## src/rtl/pipeline_hazard_ctrl.sv

```systemverilog
// Pipeline hazard controller: drives the stage-register EN/FLUSH and PC enable for
// data-memory wait, load-use, imem wait and control redirects, and freezes the pipe on halt.
module pipeline_hazard_ctrl #(
  parameter int CNT_W = 16,
  parameter int REG_W = 5
) (
  input  logic             CLK,
  input  logic             nRST,
  input  logic             ihit,
  input  logic             dhit,
  input  logic             mem_dren,
  input  logic             mem_dwen,
  input  logic             ex_memread,
  input  logic [REG_W-1:0] ex_rt,
  input  logic [REG_W-1:0] id_rs,
  input  logic [REG_W-1:0] id_rt,
  input  logic             redirect,
  input  logic             wb_halt,
  output logic             pc_en,
  output logic             if_en,
  output logic             id_en,
  output logic             ex_en,
  output logic             mem_en,
  output logic             if_flush,
  output logic             id_flush,
  output logic             ex_flush,
  output logic             mem_flush,
  output logic             halted,
  output logic [CNT_W-1:0] stall_cycles,
  output logic [CNT_W-1:0] flush_count,
  output logic [1:0]       fsm_state
);

  typedef enum logic [1:0] {RUN = 2'd0, DWAIT = 2'd1, HALTED = 2'd2} state_t;

  state_t state, state_n;
  logic   redirect_pend, pend_n;
  logic   data_wait, redir, load_use;
  logic   stall_inc, flush_inc;

  assign data_wait = (mem_dren | mem_dwen) & ~dhit;
  assign redir     = redirect | redirect_pend;
  assign load_use  = ex_memread & (ex_rt != '0) & ((ex_rt == id_rs) | (ex_rt == id_rt));
  assign halted    = (state == HALTED);
  assign fsm_state = state;

  always_comb begin
    state_n   = state;
    pend_n    = redirect_pend;
    flush_inc = 1'b0;
    pc_en     = 1'b0;
    if_en     = 1'b0;
    id_en     = 1'b0;
    ex_en     = 1'b0;
    mem_en    = 1'b0;
    if_flush  = 1'b0;
    id_flush  = 1'b0;
    ex_flush  = 1'b0;
    mem_flush = 1'b0;
    case (state)
      HALTED: state_n = HALTED;
      default: begin
        if (data_wait) begin
          // Whole pipe frozen; a redirect seen now is remembered for the resume cycle.
          state_n = DWAIT;
          pend_n  = redirect_pend | redirect;
        end else begin
          state_n = RUN;
          if (redir) begin
            pc_en    = 1'b1;
            if_en    = 1'b1;
            id_en    = 1'b1;
            ex_en    = 1'b1;
            mem_en   = 1'b1;
            if_flush = 1'b1;
            id_flush = 1'b1;
            // Keep flushing the fetch slot until the wrong-path fetch has returned.
            pend_n    = ~ihit;
            flush_inc = ihit;
          end else if (load_use || !ihit) begin
            id_en    = 1'b1;
            ex_en    = 1'b1;
            mem_en   = 1'b1;
            id_flush = 1'b1;
          end else begin
            pc_en  = 1'b1;
            if_en  = 1'b1;
            id_en  = 1'b1;
            ex_en  = 1'b1;
            mem_en = 1'b1;
          end
        end
        if (wb_halt) state_n = HALTED;
      end
    endcase
    stall_inc = (state != HALTED) && !pc_en;
    if (!nRST) begin
      pc_en    = 1'b0;
      if_en    = 1'b0;
      id_en    = 1'b0;
      ex_en    = 1'b0;
      mem_en   = 1'b0;
      if_flush = 1'b0;
      id_flush = 1'b0;
    end
  end

  always_ff @(posedge CLK or negedge nRST) begin
    if (!nRST) begin
      state         <= RUN;
      redirect_pend <= 1'b0;
      stall_cycles  <= '0;
      flush_count   <= '0;
    end else begin
      state         <= state_n;
      redirect_pend <= pend_n;
      if (stall_inc && (stall_cycles != '1)) stall_cycles <= stall_cycles + CNT_W'(1);
      if (flush_inc && (flush_count != '1))  flush_count  <= flush_count + CNT_W'(1);
    end
  end

endmodule

```

## config.mk

```make
export PLATFORM = sky130hd
export DESIGN_NAME = pipeline_hazard_ctrl
export DESIGN_NICKNAME = d
export VERILOG_FILES = /design/src/rtl/pipeline_hazard_ctrl.sv
export SDC_FILE = /design/constraint.sdc
export NUM_CORES = 1
export LEC_CHECK = 0
export BUFFER_PORTS_ARGS = -buffer_cell sky130_fd_sc_hd__buf_2
export CAP_MARGIN = 10
export CORE_MARGIN = 3
export CORE_UTILIZATION = 53
export DETAILED_ROUTE_END_ITERATION = 8
export PLACE_DENSITY = 0.83
export SYNTH_ARGS = -nofsm -noshare
export SYNTH_HDL_FRONTEND = slang
export SYNTH_SLANG_ARGS = --single-unit
export TNS_END_PERCENT = 30
```

## constraint.sdc

```tcl
create_clock -name CLK -period 4.7 [get_ports CLK]
set_clock_uncertainty 0.15 [all_clocks]
set_input_delay 0.705 -clock CLK [delete_from_list [all_inputs] [get_ports CLK]]
set_output_delay 0.705 -clock CLK [all_outputs]
set_load 0.01 [all_outputs]
```

==> results.toml, run 1 <==
[outcome]
status = "finished, final reports clean"

[synthesis]
netlist_area_um2 = 1882
ys_types = 37
synth_largest_area_cell = "dfrtp_1"
postSynthCellCount = 187
ys_top_cells_by_area = "dfrtp_1 47%, xnor2_1 11%, xor2_1 6.5%, nand4_1 4.7%, nand2_1 3.6%"
ys.flop_type = "dfrtp_1"
ys_seq_elements = 35
async_reset_ff_share_pct = 100.0
synthDominantCellAreaShare_pct = 46.54
synth-edff-count = 0
yosysWarnings = 0
avgSynthCellArea_um2 = 10.06
ys_seq_area_share_pct = 46.54

[route]
drt-initial-drc-count = 43
viasPerCell = 5.262
vias = 1584
drt-pass1-iter-count = 4
wl_per_cell_um = 12.90
antenna_left = 0
wirelength_um = 3884
drc = 0

[clocking]
clkTransAtPathRegs_ns = 0.10
cts-resized-gates = 0
cts_made_buffers = 5
postCtsSetupBuffers = 0
h-tree-depth = 2
clk_latency_ns = 0.33
cts_tree = "done"
cts_sinks = 35
ctsHoldBuffers = 0
clockBufferDepth = 2
clockRootBuffer = "clkbuf_4"

[timing]
max_slew_margin_pct = 67.14
finalCritPeriodShare_pct = 61.81
finalMaxSlewViolations = 0
max_freq_mhz = 344.2
hold_viol = 0
tns_ns = 0
max_slew.worst_pin.slew_ns = 0.4892
rsz0062_at_grt = "no"
hold_slack_ns = 0.2291
period_minus_slack_ns = 2.905
setup_viol = 0

[pwr]
leakage_uw = 0.001172
switching_share_pct = 24.85
switchingPower_uw = 126.5
max-vdd-ir-drop_uv = 144.2
clock_power_share_pct = 29.8
power.internal_uw = 382.4
pwr-share-comb_pct = 9.0
p_seq_share_pct = 61.2
power-per-cell-area_nw_per_um2 = 223.7

[critical_path]
r2r-end = "stall_cycles[1]"
crit_required_ns = 3.85
ff2ff_path_depth = 5
ff2ff_setup_slack_ns = 2.42
start_kind = "input pin"
crit_type = "in -> out"
path_max_fanout = 3
critical_path_arrival_ns = 2.05
endpoint_kind = "output pin"
timing.rr.start = "stall_cycles[3]"

[die]
pin_count = 68
fp.coreArea_um2 = 3390
fp-row-count = 21
die_y_um = 65.59
initial_utilization_pct = 55.52
die_area_um2 = 4301
die_x_um = 65.59

[grt]
grt_max_degree = 37
grtUsageMet1_pct = 25.42
top_usage_layer = "met2"
grt_pass1_vias = 1440
met2_usage_pct = 33.00
gr-usage-all-layers_pct = 19.93
grt_util_met3_pct = 5.299
antenna_found_initial = 0
grt_pass1_wl_um = 6610
grt.overflow.total = 0

[finish]
fin_nets = 280
area_delta_synth_final_pct = 20.88
final_area_um2 = 2275
n_antenna_cell = 0
layout-drive-gt1-share_pct = 30.20
final_util_pct = 67.11

[place]
io_buffers = 65
dp_hpwl_um = 2947
globalplace.congestion = 0.7787
postPlaceCellArea_um2 = 2222

[job]
cap_viol_max_count = 0

[hold_path]
hold_class = "in -> async"
## per-stage QoR
stage / total power, µW / instances / worst slack (ns)
floorplan: 337.2 / 188 / 1.892
global placement: 362.1 / 293 / 1.829
detailed placement: 364.0 / 293 / 1.780
CTS: 518.1 / 301 / 1.778
global route: 538.5 / 301 / 1.649
finish: 508.9 / 301 / 1.795
## cells in the mapped netlist (2+ instances only)
library cell  number
a21oi_1            3
a31oi_1            2
and2_1             3
and3_1             6
and4_1             2
buf_4              5
dfrtp_1           35
ha_1               2
inv_1              4
mux2_1             2
nand2_1           18
nand2b_1           3
nand3_1            9
nand4_1           14
nor2_1            17
nor3_1             4
nor4_1             2
xnor2_1           24
xor2_1            14
## critical path, stage by stage
cell      delay [ns]
buf_2           0.12
or4_1           0.56
o211ai_1        0.22
nand2_1         0.08
a21oi_1         0.19
buf_2           0.17
## metal layers
metal	vias to the layer above	part of all wire (%)
met1	739	45
met3	4	7.3
met4	0	0.98
met2	55	47
met5	-	0
li1	786	-
## registers in the layout (all words and copies together), names as in the netlist
register       count
fsm_state          2
stall_cycles      16
redirect_pend      1
flush_count       16
## cell usage in the layout, fill, tap and decap left out, types with 3 or more instances in the layout
cell type  synthesis  routed
nand2_1           18      18
nand4_1           14      14
a21oi_1            3       3
buf_2              1      65
inv_1              4       4
and3_1             6       6
xnor2_1           24      24
clkbuf_4           0       5
xor2_1            14      14
nor2_1            17      17
and2_1             3       3
nand3_1            9       9
dfrtp_1           35      35
nand2b_1           3       3
nor3_1             4       4
clkinv_2           0       3
## cell type report
cell class	count	area [µm²]
Clock inverter	3	15.01
Fill cell	286	1115
Timing Repair Buffer	66	332.8
Multi-Input combinational cell	142	940.9
Inverter	4	15.01
Sequential cell	35	875.8
Clock buffer	5	37.54
Tap cell	46	57.56
## logic make-up after synthesis
kind of cell	after synthesis	share of synthesized area [%]
and+or+nand+nor	82	22.34
xor gates and xnor gates	38	17.69
DFF	35	46.54
AOI/OAI and AO/OA	16	7.049
buffers and inverters	11	3.657
adders and majority gates	2	1.330
muxes	2	1.197
other	1	0.1993
## power groups by stage
stage | clock [µW] | sequential (µW) | combinational [µW]
4_1_cts | 160 | 312 | 46.8
3_3_place_gp | 0 | 317 | 45.0
2_1_floorplan | 0 | 319 | 18.2
5_1_grt | 174 | 313 | 51.6
6_report | 152 | 312 | 45.8
3_5_place_dp | 0 | 317 | 46.5
## worst max-delay path by stage
stage               startpoint     to  slack (ns)
floorplan             ex_rt[1]  pc_en        1.89
global placement      ex_rt[1]  if_en        1.83
detailed placement    ex_rt[1]  if_en        1.78
CTS                   ex_rt[1]  if_en        1.78
global route          ex_rt[0]  if_en        1.65
finish                ex_rt[1]  if_en        1.79
(Power assumes the default switching activity.)
==> inputs of run 2 (changes only) <==
- CORE_UTILIZATION: 53 -> 44
- PLACE_DENSITY: 0.83 -> 0.73
- clock period: 4.7 -> 2.4 ns (I/O delays scaled with it)
==> results.toml, run 2 (synthesis gave the netlist of run 1 again) <==
[timing]
tns_ns = 0
rsz0062_at_grt = "no"
finalCritPeriodShare_pct = 90.91
hold_viol = 19
period_minus_slack_ns = 2.182
max_freq_mhz = 458.4
setup_viol = 0
finalWorstSetupSlack_ns = 0.2183
hold_slack_ns = -0.02078
finalMaxSlewViolations = 0

[die]
fp-row-count = 23
die_x_um = 71.40
initial_utilization_pct = 46.38
fp.coreArea_um2 = 4058
die_y_um = 71.40
pin_count = 68
die_area_um2 = 5097

[clocking]
cts-resized-gates = 0
h-tree-depth = 2
clkTransAtPathRegs_ns = 0.07
postCtsSetupBuffers = 0
clockRootBuffer = "clkbuf_8"
ctsHoldBuffers = 0
cts_sinks = 35
clockBufferDepth = 2
cts_made_buffers = 5
clk_latency_ns = 0.28
cts_tree = "done"

[finish]
area_delta_synth_final_pct = 24.27
multi_input_area_um2 = 940.9
fillCellCount = 363
layout-drive-gt1-share_pct = 30.50
fin_nets = 284
regArea_um2 = 875.8
final_cell_mix = "65 x buf_2, 35 x dfrtp_1, 24 x xnor2_1"
n_antenna_cell = 0
final_common_cell = "buf_2"

[outcome]
violations = "hold timing"
status = "complete, but fails checks"

[route]
drt-initial-drc-count = 28
wl_per_cell_um = 12.49
viasPerCell = 5.045
drt-pass1-iter-count = 4
vias = 1559
drc = 0
antenna_left = 0
wirelength_um = 3859

[pwr]
leakage_uw = 0.001201
power-per-cell-area_nw_per_um2 = 468.8
max-vdd-ir-drop_uv = 332.8

[place]
io_buffers = 65
dp_slack_ns = 0.1056
dp_hpwl_um = 2911
globalplace.congestion = 0.8010

[hold_path]
hold_class = "in -> async"

[grt]
met2_usage_pct = 24.59
grt_pass1_vias = 1431
grt.overflow.total = 0
grtUsageMet1_pct = 20.96
grt_pass1_wl_um = 6437
gr-usage-all-layers_pct = 15.65
antenna_found_initial = 0
grt_max_degree = 36
top_usage_layer = "met2"
grt_util_met3_pct = 3.927

[critical_path]
start_kind = "input pin"
endpoint_kind = "output pin"
crit_required_ns = 1.89
path_max_fanout = 3
crit_type = "in -> out"
critical_path_arrival_ns = 1.67

[job]
cap_viol_max_count = 0
[run 2: cell types whose count changed in the layout (fill, tap and decap cells not counted), sizes merged]
| cell | previous run | this run |
|---|---|---|
| buf | 66 | 70 |
| clkbuf | 5 | 7 |
| clkinv | 3 | 1 |
[run 2: metrics by stage]
stage | std cells | area (µm²) | power (µW) | hold WS, ns | utilization (%)
floorplan | 188 | 1886 | 660.4 | -0.08559 | -
global placement | 301 | 2257 | 711.2 | 0.3068 | 55.63
detailed placement | 301 | 2257 | 711.9 | 0.3090 | 55.63
CTS | 309 | 2338 | 1115 | 0.003039 | 57.63
global route | 309 | 2338 | 1144 | 0.01933 | 57.63
finish | 309 | 2338 | 1096 | -0.02078 | 57.63
[run 2: worst max-delay path, cell delays in order]
cell,delay [ns]
buf_2,0.12
or4_1,0.55
o211ai_1,0.24
nand2_1,0.08
a21oi_1,0.17
buf_2,0.15
[run 2: path summary, 6_finish.rpt]
path                            slack [ns]            start                to  cells after the start
worst max-delay path                  0.22         ex_rt[1]             if_en                      6
worst min-delay path                 -0.02             nRST   stall_cycles[6]                      2
worst max register to register        0.25  stall_cycles[0]  stall_cycles[11]                      7
worst min register to register        0.34  flush_count[15]   flush_count[15]                      1
max in group asynchronous             1.80             nRST    flush_count[1]                      2
min in group CLK                      0.15          wb_halt      fsm_state[1]                      2
[run 2: area by class of cell]
type | count | share of cell area [%]
clock inverters | 1 | 0.2140
well taps | 50 | 2.675
multi-input cells | 142 | 40.24
repair buffers | 70 | 15.52
inverters | 4 | 0.6421
clock buffers | 7 | 3.264
flip-flops and latches | 35 | 37.45
[run 2: per-layer routing]
layer / wire length [µm] / up-vias
li1: - / 784
met1: 1820 / 723
met2: 1723 / 50
met3: 285 / 2
met4: 29 / 0
met5: 0 / -
[run 2: where the power goes]
part | leakage (µW) | switching [µW] | internal, µW | total [µW]
Clock | 0.0000422 | 193 | 203 | 397
Combinational | 0.000697 | 46.6 | 42.4 | 89.1
Sequential | 0.000462 | 11.2 | 599 | 610
Total | 0.00120 | 251 | 845 | 1100
==> inputs of run 3 (changes only) <==
- CORE_UTILIZATION: 44 -> 49
- PLACE_DENSITY: 0.73 -> 0.77
- clock period: 2.4 -> 2.2 ns (I/O delays scaled with it)
==> results.toml, run 3 (synthesis gave the netlist of run 1 again) <==
[finish]
final_cell_mix = "65 x buf_2, 35 x dfrtp_1, 24 x xnor2_1"
final_util_pct = 68.41
area_delta_synth_final_pct = 27.99
layout-drive-gt1-share_pct = 33.83
n_antenna_cell = 0
final_common_cell = "buf_2"
fin_nets = 293

[route]
drc = 0
antenna_left = 0
drt-pass1-iter-count = 4
vias = 1619
wirelength_um = 4150
wl_per_cell_um = 13.30
viasPerCell = 5.189
drt-initial-drc-count = 64

[timing]
finalCritPeriodShare_pct = 95.19
hold_viol = 35
finalMaxSlewViolations = 0
max_freq_mhz = 477.5
setup_viol = 0
tns_ns = 0
finalWorstSetupSlack_ns = 0.1058
rsz0062_at_grt = "yes"
period_minus_slack_ns = 2.094
hold_slack_ns = -0.01284

[clocking]
clockRootBuffer = "clkbuf_8"
cts_made_buffers = 5
h-tree-depth = 2
clk_latency_ns = 0.28
cts_tree = "done"
ctsHoldBuffers = 0
clockBufferDepth = 2
cts_sinks = 35
clkTransAtPathRegs_ns = 0.07

[die]
die_y_um = 67.97
die_x_um = 67.97
fp-row-count = 21
die_area_um2 = 4620
initial_utilization_pct = 53.45
fp.coreArea_um2 = 3521
pin_count = 68

[pwr]
max-vdd-ir-drop_uv = 367.1
finalPower_uw = 1198
power-per-cell-area_nw_per_um2 = 497.2
leakage_uw = 0.001240

[grt]
antenna_found_initial = 0
grt_pass1_wl_um = 6561
grt.overflow.total = 0
grt_pass1_vias = 1469
grt_max_degree = 36
gr-usage-all-layers_pct = 18.91

[place]
globalplace.congestion = 0.8132
io_buffers = 65
dp_hpwl_um = 3162
dp_slack_ns = -0.008904

[critical_path]
timing.rr.start = "flush_count[1]"
critical_path_arrival_ns = 1.61
r2r-end = "flush_count[11]"
ff2ff_setup_slack_ns = 0.19
ff2ff_path_depth = 7
crit_type = "in -> out"
start_kind = "input pin"
crit_required_ns = 1.72
endpoint_kind = "output pin"
path_max_fanout = 2

[outcome]
violations = "hold timing"
status = "complete, but fails checks"

[hold_path]
hold_class = "in -> async"

[job]
cap_viol_max_count = 0
==> run 3: final cells by class <==
| class | count | area, µm² |
|---|---|---|
| inverter | 4 | 15.01 |
| fill | 294 | 1112 |
| clock buffer | 6 | 72.57 |
| sequential | 35 | 875.8 |
| multi-input combinational | 142 | 957.2 |
| timing repair buffer | 79 | 430.4 |
| tap | 46 | 57.56 |
==> run 3: worst max-delay path by stage <==
stage	startpoint	end	cells after the start
global placement	ex_rt[1]	stall_cycles[11]	7
detailed placement	ex_rt[1]	stall_cycles[13]	7
finish	ex_rt[1]	if_en	6
floorplan	ex_rt[1]	stall_cycles[1]	6
CTS	ex_rt[1]	if_en	6
global route	flush_count[1]	flush_count[11]	7
==> run 3: routing by layer <==
layer	wire length, µm	global-route usage [%]	part of all wire (%)	vias up
met2	1893	30.57	46	62
li1	-	-	-	801
met5	0	0	0	-
met3	324	3.612	7.8	5
met4	52	7.444	1.3	0
met1	1879	25.00	45	751
==> run 3: report_power, final <==
group	total [µW]	internal, µW	switching, µW
registers	665	654	11.1
clock network	421	211	211
logic	111	53.7	57.6
==> run 3: worst max-delay path: stages <==
cell and delay [ns]:
buf_2 0.10, or4_1 0.54, o211ai_1 0.25, nand2_1 0.09, a21oi_2 0.14, buf_2 0.15
==> run 3: repair_timing <==
action                                  CTS  global route
endpoints found under the setup margin    0            11
setup buffers                             0             0
gates resized for setup                   0             3
==> run 3: metrics by stage <==
step	area [µm²]	instances
6_report	2409	312
5_1_grt	2409	312
4_1_cts	2392	312
3_5_place_dp	2320	306
3_3_place_gp	2320	306
2_1_floorplan	1886	188
